## src/rtl/layer_serializer.sv

```systemverilog
// Parallel-to-serial bridge between fully-connected layers: grabs all NN neuron
// outputs in one cycle, then streams them one word per cycle to the next layer.
module layer_serializer #(
  parameter int NN        = 30,
  parameter int dataWidth = 16
) (
  input  logic                      CLK,
  input  logic                      RESET,
  input  logic [NN-1:0]             i_valid,
  input  logic [NN*dataWidth-1:0]   i_data,
  output logic                      o_valid,
  output logic [dataWidth-1:0]      o_data,
  output logic                      o_last,
  output logic                      busy,
  output logic                      overrun
);

  localparam int IW = (NN > 1) ? $clog2(NN) : 1;
  localparam logic [0:0]    S_IDLE   = 1'b0;
  localparam logic [0:0]    S_SHIFT  = 1'b1;
  localparam logic [IW-1:0] IDX_LAST = IW'(NN - 1);

  logic [0:0]                     state_q, state_d;
  logic [IW-1:0]                  idx_q, idx_d, idx_inc;
  logic [NN-1:0][dataWidth-1:0]   buf_q, buf_d;
  logic                           o_valid_q, o_valid_d;
  logic [dataWidth-1:0]           o_data_q, o_data_d;
  logic                           o_last_q, o_last_d;
  logic                           overrun_q, overrun_d;
  logic                           trigger, load;

  assign trigger = &i_valid;
  assign idx_inc = idx_q + IW'(1);

  always_comb begin
    state_d   = state_q;
    idx_d     = idx_q;
    buf_d     = buf_q;
    o_valid_d = 1'b0;
    o_data_d  = '0;
    o_last_d  = 1'b0;
    overrun_d = overrun_q;
    load      = 1'b0;
    case (state_q)
      S_IDLE: load = trigger;
      default: begin
        if (idx_q != IDX_LAST) begin
          // Mid-frame triggers are dropped; the current frame runs to completion.
          idx_d     = idx_inc;
          o_valid_d = 1'b1;
          o_data_d  = buf_q[idx_inc];
          o_last_d  = (idx_inc == IDX_LAST);
          if (trigger) overrun_d = 1'b1;
        end else if (trigger) begin
          load = 1'b1;
        end else begin
          state_d = S_IDLE;
        end
      end
    endcase
    // Capture and present word 0 on the same edge so there is no bubble.
    if (load) begin
      state_d   = S_SHIFT;
      idx_d     = '0;
      buf_d     = i_data;
      o_valid_d = 1'b1;
      o_data_d  = i_data[dataWidth-1:0];
      o_last_d  = (IDX_LAST == '0);
    end
  end

  always_ff @(posedge CLK) begin
    if (!RESET) begin
      state_q   <= S_IDLE;
      idx_q     <= '0;
      o_valid_q <= 1'b0;
      o_data_q  <= '0;
      o_last_q  <= 1'b0;
      overrun_q <= 1'b0;
    end else begin
      state_q   <= state_d;
      idx_q     <= idx_d;
      o_valid_q <= o_valid_d;
      o_data_q  <= o_data_d;
      o_last_q  <= o_last_d;
      overrun_q <= overrun_d;
    end
  end

  always_ff @(posedge CLK) buf_q <= buf_d;

  assign o_valid = o_valid_q;
  assign o_data  = o_data_q;
  assign o_last  = o_last_q;
  assign busy    = (state_q == S_SHIFT);
  assign overrun = overrun_q;

endmodule
```

## config.mk

```make
export PLATFORM = sky130hd
export DESIGN_NAME = layer_serializer
export DESIGN_NICKNAME = d
export VERILOG_FILES = /design/src/rtl/layer_serializer.sv
export SDC_FILE = /design/constraint.sdc
export NUM_CORES = 1
export LEC_CHECK = 0
export ABC_AREA = 1
export CORE_ASPECT_RATIO = 1.1
export CORE_MARGIN = 5
export CORE_UTILIZATION = 50
export DETAILED_ROUTE_END_ITERATION = 12
export HOLD_SLACK_MARGIN = 0.06
export PLACE_DENSITY = 0.83
export SLEW_MARGIN = 10
export SYNTH_ARGS = -nofsm -noshare
export SYNTH_HDL_FRONTEND = slang
export SYNTH_SLANG_ARGS = --single-unit
```

## constraint.sdc

```tcl
create_clock -name CLK -period 20.5 [get_ports CLK]
set_clock_uncertainty 0.1 [all_clocks]
set_input_delay 4.1 -clock CLK [delete_from_list [all_inputs] [get_ports CLK]]
set_output_delay 4.1 -clock CLK [all_outputs]
set_load 0.005 [all_outputs]
```

==> out/qor.txt <==
Slew HR -> 20.5%
Post-synth EDFFs -> 480
Synth Cell Area -> 0.0215 mm2
Final HPWL DP -> 49400 um
vias in the first global route -> 17000
RSZ-0062 raised after global routing -> no
Setup Fix Bufs, Post-CTS -> 0
Clock transition at path regs -> 0.06 ns
layout cells sized above 1 -> 3.81%
Worst-Margin Slew -> 1.19 ns
global-route wire length before repair -> 101000 um
f_max -> 131 MHz
CTS sink count -> 505
number of buffers created by CTS -> 51
drt wl/cell -> 22.0 um
Final nets -> 3077
largest net degree at the start of global routing -> 217
unique cell type count in the Yosys netlist -> 26
post-synthesis average cell area -> 10.4 um2
Critical Path AT -> 7.70 ns
vias per std cell -> 5.29
CP endpoint kind -> register
startpoint types -> input port
Buffers on Ports -> 531
Area after DPL -> 0.0271 mm2
RR Startpoint -> idx_q[0]
maximum vdd drop -> 0.0718 mV
Max Cap Viol -> 0
Post-synth ARST share -> 0%
Final Wtd Congestion -> 0.892
Layout area overhead -> 34.5%
post-synthesis instance total -> 2070
critical path class -> input port to register
DR DRC count -> 0
Resized cells post-CTS -> 0
Rows -> 79
Hold Crit Class -> register to register
First-pass DRT Iterations -> 6
Final ANT Viol Nets -> 0
final hold vios -> 0
Yosys warning count -> 0
GRT Residual Overflow -> 0
initial antenna violation count -> 24
worst endpoint required time -> 20.60 ns
clock buffer depth -> 3
Die X -> 208 um
I/O pin cnt -> 532
minimum clock period -> 7.61 ns
hold_buf cts -> 0
Primary FF master, synth -> edfxtp_1
hold wc startpoint -> overrun
core box area -> 0.0424 mm2
via count -> 16900
die area -> 0.0472 mm2
CP Max Fanout -> 216
Design Area, Final -> 0.0289 mm2
DRT Wirelength -> 70100 um
Final Setup Violations -> 0
later-pin clock latency in the skew report -> 0.59 ns
Util after Layout -> 68.1%
die height -> 227 um
commonest non-fill, non-tap cell in the layout -> nand2_1
filler instances -> 3013
Post-Route Setup TNS -> 0 ns
Clock Tree Root -> clkbuf_16
flops & latches, synth -> 505
CTS tree -> done
reg-to-reg slack, setup -> 15.48 ns
most frequent cells in the layout -> nand2_1 (748), clkdlybuf4s50_1 (531), edfxtp_1 (480), nand3_1 (250), inv_1 (249)
Seq/Total Area, Yosys -> 69.5%
GRT Util Overall -> 28.4%
synthesized net count -> 2585
CP startpoint -> i_valid[4]
H-tree depth -> 2
outcome -> finished, final reports clean
leakage power -> 11.5 nW
DRT iter0 DRCs -> 1915
power per cell area -> 76.0 mW/mm2
Final period util -> 37.1%
initial core utilization -> 50.6%
Final Max Slew Viols -> 0
worst paths after layout:
| path | end | cells after the start |
|---|---|---|
| setup / recovery | buf_q[356] | 8 |
| hold / removal | overrun | 1 |
| setup reg to reg | o_data[11] | 13 |
| hold reg to reg | overrun | 1 |
final cells by class:
| class | count | area (um2) | area share (%) |
|---|---|---|---|
| Sequential cell | 505 | 14900 | 51.7 |
| Timing Repair Buffer | 543 | 5420 | 18.8 |
| Multi-Input combinational cell | 1206 | 5100 | 17.7 |
| Clock buffer | 67 | 1360 | 4.70 |
| Inverter | 255 | 973 | 3.37 |
| Tap cell | 567 | 709 | 2.46 |
| Clock inverter | 24 | 337 | 1.17 |
| Antenna cell | 20 | 50.0 | 0.173 |
layer usage:
layer	GRT usage, %	vias up	share of wire, %
met5	0	-	0.098
li1	-	7782	-
met4	12.4	10	4.2
met1	34.2	7957	35
met3	7.08	148	9.2
met2	49.3	968	51
metrics by stage:
stage	instances	setup WS, ns	hold WS, ns	power, W
finish	3187	12.89	0.375	0.00219
floorplan	2070	5.62	0.364	0.00115
global route	3185	12.71	0.408	0.00225
CTS	3167	12.98	0.378	0.00220
detailed placement	3076	12.36	0.359	0.00126
global placement	3076	12.47	0.362	0.00125
cell usage after synthesis (2+ instances only):
library cell  number  share of area (%)
nand4_1           19               0.55
dfxtp_1           25                2.3
inv_1            251                4.4
a21oi_1           15               0.35
nor2_1           110                1.9
o21ai_0           34               0.79
a21boi_0           2              0.070
nand2_1          749                 13
edfxtp_1         480                 67
ha_1               3               0.17
inv_2              3              0.052
buf_1              6               0.10
nor2_2             3              0.087
nand3_1          250                5.8
buf_2             63                1.5
buf_4             11               0.38
o2111ai_1          2              0.082
clkbuf_1          23               0.40
o211ai_1          14               0.49
kinds of logic after synthesis:
logic type	share of synthesized area, %
AO/OA/AOI/OAI	1.82
XOR/XNOR	0.0758
adder cells (fa/ha/maj)	0.175
buffers and inverters	6.88
flip-flops	69.5
AND/OR/NAND/NOR	21.6
power by group:
group          internal (W)  leakage [nW]       switching, W
Clock              0.000567         0.817           0.000391
Sequential          0.00113          4.51  0.000000000000577
Combinational     0.0000852          6.20          0.0000231
Total               0.00178          11.5           0.000414
flip-flops by register name, summed over array words and instances, names as in the netlist:
name,cells
buf_q,480
busy,1
idx_q,5
o_data,16
o_last,1
o_valid,1
overrun,1
critical path, stage by stage:
cell	delay, ns
clkdlybuf4s50_1	0.46
nand2_1	0.08
nor2_1	0.15
nand3_1	0.12
nor2_2	0.68
nand3_1	0.37
inv_8	0.67
buf_12	0.83
Power figures use the tool's default switching activity.
